## config.mk

```make
export PLATFORM = sky130hd
export DESIGN_NAME = aes192_sched_flat
export DESIGN_NICKNAME = d
export VERILOG_FILES = /design/src/rtl/aes192_sched_if.sv /design/src/rtl/aes192_sched.sv /design/src/flat_wrapper.sv
export SDC_FILE = /design/constraint.sdc
export NUM_CORES = 1
export LEC_CHECK = 0
export CAP_MARGIN = 20
export CORE_AREA = 2 2 256 258
export CTS_CLUSTER_SIZE = 16
export DETAILED_ROUTE_END_ITERATION = 7
export DIE_AREA = 0 0 258 260
export DONT_BUFFER_PORTS = 1
export GPL_TIMING_DRIVEN = 0
export PLACE_DENSITY_LB_ADDON = 0.25
export SLEW_MARGIN = 20
export SYNTH_ARGS = -nofsm -noshare
export SYNTH_HDL_FRONTEND = slang
export SYNTH_SLANG_ARGS = --single-unit
```

## constraint.sdc

```tcl
create_clock -name i_clk -period 2.6 [get_ports i_clk]
set_input_delay 0.39 -clock i_clk [delete_from_list [all_inputs] [get_ports i_clk]]
set_output_delay 0.39 -clock i_clk [all_outputs]
set_load 0.01 [all_outputs]
```

## src/rtl/aes192_sched_if.sv

```systemverilog
// aes192_sched_if: requester, datapath and result bundle of the AES-192 block scheduler
interface aes192_sched_if;
    logic         i_key_ready;
    logic [127:0] i_a_din;
    logic         i_a_flag;
    logic         i_a_valid;
    logic         o_a_ready;
    logic [127:0] i_b_din;
    logic         i_b_flag;
    logic         i_b_valid;
    logic         o_b_ready;
    logic [127:0] o_dp_din;
    logic         o_dp_flag;
    logic         o_dp_din_en;
    logic [127:0] i_dp_dout;
    logic         i_dp_dout_en;
    logic [127:0] o_dout;
    logic         o_dout_valid;
    logic         o_dout_id;
    logic         o_busy;
    logic         o_err;
    modport slave (
        input  i_key_ready, i_a_din, i_a_flag, i_a_valid, i_b_din, i_b_flag, i_b_valid, i_dp_dout, i_dp_dout_en,
        output o_a_ready, o_b_ready, o_dp_din, o_dp_flag, o_dp_din_en, o_dout, o_dout_valid, o_dout_id, o_busy, o_err
    );
    modport master (
        output i_key_ready, i_a_din, i_a_flag, i_a_valid, i_b_din, i_b_flag, i_b_valid, i_dp_dout, i_dp_dout_en,
        input  o_a_ready, o_b_ready, o_dp_din, o_dp_flag, o_dp_din_en, o_dout, o_dout_valid, o_dout_id, o_busy, o_err
    );
endinterface

```

## src/rtl/aes192_sched.sv

```systemverilog
// aes192_sched: round-robin scheduler feeding two requesters into a fixed-latency AES-192 datapath
module aes192_sched (
    input logic           i_clk,
    input logic           i_rst,
    aes192_sched_if.slave bus
);
    typedef enum logic [1:0] {IDLE, LOAD, RUN, DONE} state_t;
    state_t     state, state_nxt;
    logic [3:0] cnt;
    logic       last_b, id, grant_b, hs, at_end;
    // B is granted when it is preferred (A served last) unless only A is valid, or when B alone is valid
    assign grant_b = last_b ? bus.i_b_valid & ~bus.i_a_valid : bus.i_b_valid | ~bus.i_a_valid;
    assign hs      = (bus.o_a_ready & bus.i_a_valid) | (bus.o_b_ready & bus.i_b_valid);
    assign at_end  = state == RUN && cnt == 4'd11;
    always_ff @(posedge i_clk) begin
        if (i_rst) state <= IDLE;
        else state <= state_nxt;
    end
    always_comb begin
        state_nxt = state == IDLE ? (hs ? LOAD : IDLE) :
                    state == LOAD ? RUN :
                    state == RUN  ? (cnt == 4'd11 ? (bus.i_dp_dout_en ? DONE : IDLE) : RUN) : IDLE;
    end
    always_comb begin
        bus.o_a_ready    = state == IDLE && bus.i_key_ready && !i_rst && !grant_b;
        bus.o_b_ready    = state == IDLE && bus.i_key_ready && !i_rst && grant_b;
        bus.o_dp_din_en  = state == LOAD;
        bus.o_dout_valid = state == DONE;
        bus.o_busy       = state != IDLE;
        bus.o_dout_id    = id;
    end
    always_ff @(posedge i_clk) begin
        if (i_rst) begin
            cnt          <= 4'd0;
            last_b       <= 1'b1;
            id           <= 1'b0;
            bus.o_dp_din <= '0;
            bus.o_dp_flag <= 1'b0;
            bus.o_dout   <= '0;
            bus.o_err    <= 1'b0;
        end else begin
            if (hs) begin
                bus.o_dp_din  <= bus.o_b_ready ? bus.i_b_din : bus.i_a_din;
                bus.o_dp_flag <= bus.o_b_ready ? bus.i_b_flag : bus.i_a_flag;
                id            <= bus.o_b_ready;
                last_b        <= bus.o_b_ready;
            end
            cnt <= state == LOAD ? 4'd1 : state == RUN ? cnt + 4'd1 : 4'd0;
            if (at_end && bus.i_dp_dout_en) bus.o_dout <= bus.i_dp_dout;
            // a strobe off the expected slot, or no strobe in it, are both protocol errors
            if (bus.i_dp_dout_en != at_end) bus.o_err <= 1'b1;
        end
    end
endmodule

```

## src/flat_wrapper.sv

```systemverilog
// flat-port wrapper written by rule: the top's interface ports become plain ports
module aes192_sched_flat 
  (i_clk, i_rst, bus_i_key_ready, bus_i_a_din, bus_i_a_flag, bus_i_a_valid, bus_i_b_din, bus_i_b_flag, bus_i_b_valid, bus_i_dp_dout, bus_i_dp_dout_en, bus_o_a_ready, bus_o_b_ready, bus_o_dp_din, bus_o_dp_flag, bus_o_dp_din_en, bus_o_dout, bus_o_dout_valid, bus_o_dout_id, bus_o_busy, bus_o_err);
  aes192_sched_if bus_i ();
  input logic i_clk;
  input logic i_rst;
  input wire logic [$bits(bus_i.i_key_ready)-1:0] bus_i_key_ready;
  input wire logic [$bits(bus_i.i_a_din)-1:0] bus_i_a_din;
  input wire logic [$bits(bus_i.i_a_flag)-1:0] bus_i_a_flag;
  input wire logic [$bits(bus_i.i_a_valid)-1:0] bus_i_a_valid;
  input wire logic [$bits(bus_i.i_b_din)-1:0] bus_i_b_din;
  input wire logic [$bits(bus_i.i_b_flag)-1:0] bus_i_b_flag;
  input wire logic [$bits(bus_i.i_b_valid)-1:0] bus_i_b_valid;
  input wire logic [$bits(bus_i.i_dp_dout)-1:0] bus_i_dp_dout;
  input wire logic [$bits(bus_i.i_dp_dout_en)-1:0] bus_i_dp_dout_en;
  output wire logic [$bits(bus_i.o_a_ready)-1:0] bus_o_a_ready;
  output wire logic [$bits(bus_i.o_b_ready)-1:0] bus_o_b_ready;
  output wire logic [$bits(bus_i.o_dp_din)-1:0] bus_o_dp_din;
  output wire logic [$bits(bus_i.o_dp_flag)-1:0] bus_o_dp_flag;
  output wire logic [$bits(bus_i.o_dp_din_en)-1:0] bus_o_dp_din_en;
  output wire logic [$bits(bus_i.o_dout)-1:0] bus_o_dout;
  output wire logic [$bits(bus_i.o_dout_valid)-1:0] bus_o_dout_valid;
  output wire logic [$bits(bus_i.o_dout_id)-1:0] bus_o_dout_id;
  output wire logic [$bits(bus_i.o_busy)-1:0] bus_o_busy;
  output wire logic [$bits(bus_i.o_err)-1:0] bus_o_err;
  assign bus_i.i_key_ready = bus_i_key_ready;
  assign bus_i.i_a_din = bus_i_a_din;
  assign bus_i.i_a_flag = bus_i_a_flag;
  assign bus_i.i_a_valid = bus_i_a_valid;
  assign bus_i.i_b_din = bus_i_b_din;
  assign bus_i.i_b_flag = bus_i_b_flag;
  assign bus_i.i_b_valid = bus_i_b_valid;
  assign bus_i.i_dp_dout = bus_i_dp_dout;
  assign bus_i.i_dp_dout_en = bus_i_dp_dout_en;
  assign bus_o_a_ready = bus_i.o_a_ready;
  assign bus_o_b_ready = bus_i.o_b_ready;
  assign bus_o_dp_din = bus_i.o_dp_din;
  assign bus_o_dp_flag = bus_i.o_dp_flag;
  assign bus_o_dp_din_en = bus_i.o_dp_din_en;
  assign bus_o_dout = bus_i.o_dout;
  assign bus_o_dout_valid = bus_i.o_dout_valid;
  assign bus_o_dout_id = bus_i.o_dout_id;
  assign bus_o_busy = bus_i.o_busy;
  assign bus_o_err = bus_i.o_err;
  aes192_sched u_core (.i_clk(i_clk), .i_rst(i_rst), .bus(bus_i));
endmodule
```

==> flow_metrics.env <==
export IMPL_die_w_um=258
export IMPL_path_class="reg2out"
export IMPL_clockBufferDepth=3
export IMPL_power_density_nw_per_um2=615
export IMPL_p_clk_share_pct=43.0
export IMPL_yosysWarnings=0
export IMPL_tritoncts="yes"
export IMPL_core_area_um2=64100
export IMPL_placed_area_um2=11400
export IMPL_power_leakage_uw=0.00586
export IMPL_num_vias=10300
export IMPL_syn_area_um2=10400
export IMPL_clock_sinks=266
export IMPL_netlist_instances=1179
export IMPL_whs_ns=0.0586
export IMPL_antenna_found_initial=2
export IMPL_multi_input_area_um2=4610
export IMPL_synth_seq_area_share_pct=51.3
export IMPL_nNetsFinal=1995
export IMPL_htreeDepth=1
export IMPL_numPortBuffers=0
export IMPL_synth_nets=1573
export IMPL_dp_hpwl_um=35100
export IMPL_drt_pass1_iter_count=5
export IMPL_place_gp_congestion=0.883
export IMPL_grt_setup_unrepaired="no"
export IMPL_fmax_mhz=419
export IMPL_die_area_um2=67100
export IMPL_timing_critical_path_fanout_max=19
export IMPL_nFillCells=6848
export IMPL_clock_latency_ns=0.60
export IMPL_fin_worst_skew_ns=0.0385
export IMPL_routed_wl_um=47000
export IMPL_initial_utilization_pct=16.2
export IMPL_fin_area_um2=16400
export IMPL_register_area_um2=5330
export IMPL_antenna_left=0
export IMPL_final_cell_mix="dlygate4sd3_1, nor2_1, dfxtp_1, nand2_1, a311oi_1"
export IMPL_drtIter0Drc=519
export IMPL_grt_start_max_net_pins=20
export IMPL_setup_violations_final=0
export IMPL_grt_pass1_wl_um=66800
export IMPL_min_period_ns=2.38
export IMPL_drt_vias_per_instance=4.15
export IMPL_crit_path_start_kind="register"
export IMPL_synth_cell_types=26
export IMPL_slew_violations=0
export IMPL_switching_power_uw=2670
export IMPL_drc=0
export IMPL_final_common_cell="dlygate4sd3_1"
export IMPL_syn_avg_cell_area_um2=8.80
export IMPL_relSlewSlack_pct=36.3
export IMPL_layout_drive_gt1_share_pct=6.28
export IMPL_clk_pin_slew_worst_paths_ns=0.06
export IMPL_seqPwrFrac_pct=44.0
export IMPL_grt_total_usage_pct=13.0
export IMPL_layout_area_overhead_vs_synth_pct=57.9
export IMPL_stdcell_count=2479
export IMPL_cts_buffers=30
export IMPL_ys_ff_latch=266
export IMPL_routedWlPerCell_um=19.0
export IMPL_grt_pass1_vias=11000
export IMPL_worst_pin_slew_ns=0.956
export IMPL_dpl_cell_count=2034
export IMPL_arrival_ns=1.99
export IMPL_comb_power_share_pct=13.0
export IMPL_fp_dieH_um=260
export IMPL_p_int_uw=7400
export IMPL_grt_ovfl_total=0
export IMPL_finalCritPeriodShare_pct=91.7
export IMPL_worst_setup_path_end_kind="output pin"
export IMPL_hold_path_class="in2reg"
export IMPL_root_buffer="clkbuf_16"
export IMPL_ioPinCount=656
export IMPL_peakVddDrop_v=0.000468
export IMPL_crit_required_ns=2.21
export IMPL_status="finished, final reports clean"
export IMPL_swShare_pct=26.5
export IMPL_hold_viol_final=0
export IMPL_core_rowCount=93
export IMPL_drv_cap=0
==> logic make-up after synthesis <==
group / after synthesis / share of synthesized area (%)
AOI/OAI and AO/OA: 137 / 11.4
xor gates and xnor gates: 2 / 0.169
adders and majority gates: 2 / 0.241
buffers and inverters: 101 / 4.39
DFF: 266 / 51.3
muxes: 128 / 12.3
and+or+nand+nor: 543 / 20.1
==> per-stage QoR <==
step	setup TNS, ns	setup slack, ns	total power, µW	util [%]
finish	0	0.216	10100	25.6
global route	0	0.0515	10500	25.6
CTS	0	0.00255	10200	25.5
global placement	-2.91	-0.523	5330	17.9
detailed placement	-3.45	-0.567	5340	17.9
floorplan	0	0.599	5000	-
==> area by class of cell <==
cell class | count | area share [%]
Sequential cell | 266 | 32.5
Tap cell | 855 | 6.53
Clock buffer | 43 | 5.37
Clock inverter | 11 | 0.748
Buffer | 99 | 2.83
Multi-Input combinational cell | 812 | 28.1
Antenna cell | 1 | 0.0153
Timing Repair Buffer | 391 | 23.9
Inverter | 1 | 0.0229
==> metal layers <==
metal  GRT usage [%]  routed length [µm]  vias to the layer above
met5               0                   0                        -
met4            4.75                1370                        0
met3            4.00                4510                       90
met2            24.3               23900                      556
met1            13.6               17200                     4762
li1                -                   -                     4872
==> power by group through the flow <==
stage / Clock (µW) / Combinational [µW] / Sequential, µW
global placement: 0 / 798 / 4530
global route: 4630 / 1440 / 4450
floorplan: 0 / 548 / 4460
detailed placement: 0 / 812 / 4530
CTS: 4480 / 1310 / 4440
finish: 4330 / 1310 / 4440
==> repair_timing <==
action,in CTS,in global routing
setup buffers,0,2
hold buffers,389,0
pin swaps,0,1
setup endpoints to repair,11,31
gates resized for setup,9,6
endpoints found under the hold margin,260,0
==> cell usage after synthesis, drive strengths merged <==
cell | instances | area (µm²)
o21bai | 1 | 7.51
a21oi | 4 | 20.0
xnor2 | 1 | 8.76
nor2 | 267 | 1000
a21o | 1 | 7.51
ha | 2 | 25.0
or2 | 1 | 6.26
and2 | 4 | 25.0
o21ba | 1 | 10.0
o21a | 1 | 7.51
xor2 | 1 | 8.76
nor2b | 2 | 12.5
dfxtp | 266 | 5330
nand3 | 1 | 5.00
nand2 | 261 | 980
buf | 46 | 249
mux2i | 128 | 1280
nand2b | 3 | 18.8
inv | 1 | 3.75
nor3 | 2 | 10.0
nand3b | 1 | 7.51
clkbuf | 54 | 203
a311oi | 129 | 1130
nor4b | 1 | 23.8
==> critical path, stage by stage, from the launching register on <==
cell and delay (ns):
dfxtp_1 0.41, a21o_1 0.25, buf_4 0.40, and2_1 0.33
==> sequential cells by signal (all words and copies together) (netlist names) <==
| signal | count |
|---|---|
| u_core.bus.o_dout | 128 |
| u_core.bus.o_dout_id | 1 |
| u_core.bus.o_dp_din | 128 |
| u_core.bus.o_dp_flag | 1 |
| u_core.bus.o_err | 1 |
| u_core.cnt | 4 |
| u_core.last_b | 1 |
| u_core.state | 2 |
==> final timing paths <==
kind                                         startpoint                       to  slack, ns  cells after the start
worst max register to register            u_core.last_b  u_core.bus.o_dp_din[50]       0.42                      5
worst min-delay path                   bus_i_dp_dout_en          u_core.state[1]       0.06                      3
worst min register to register  u_core.bus.o_dp_din[51]  u_core.bus.o_dp_din[51]       0.55                      2
worst max-delay path                      u_core.last_b            bus_o_a_ready       0.22                      3
Power figures use the tool's default switching activity.
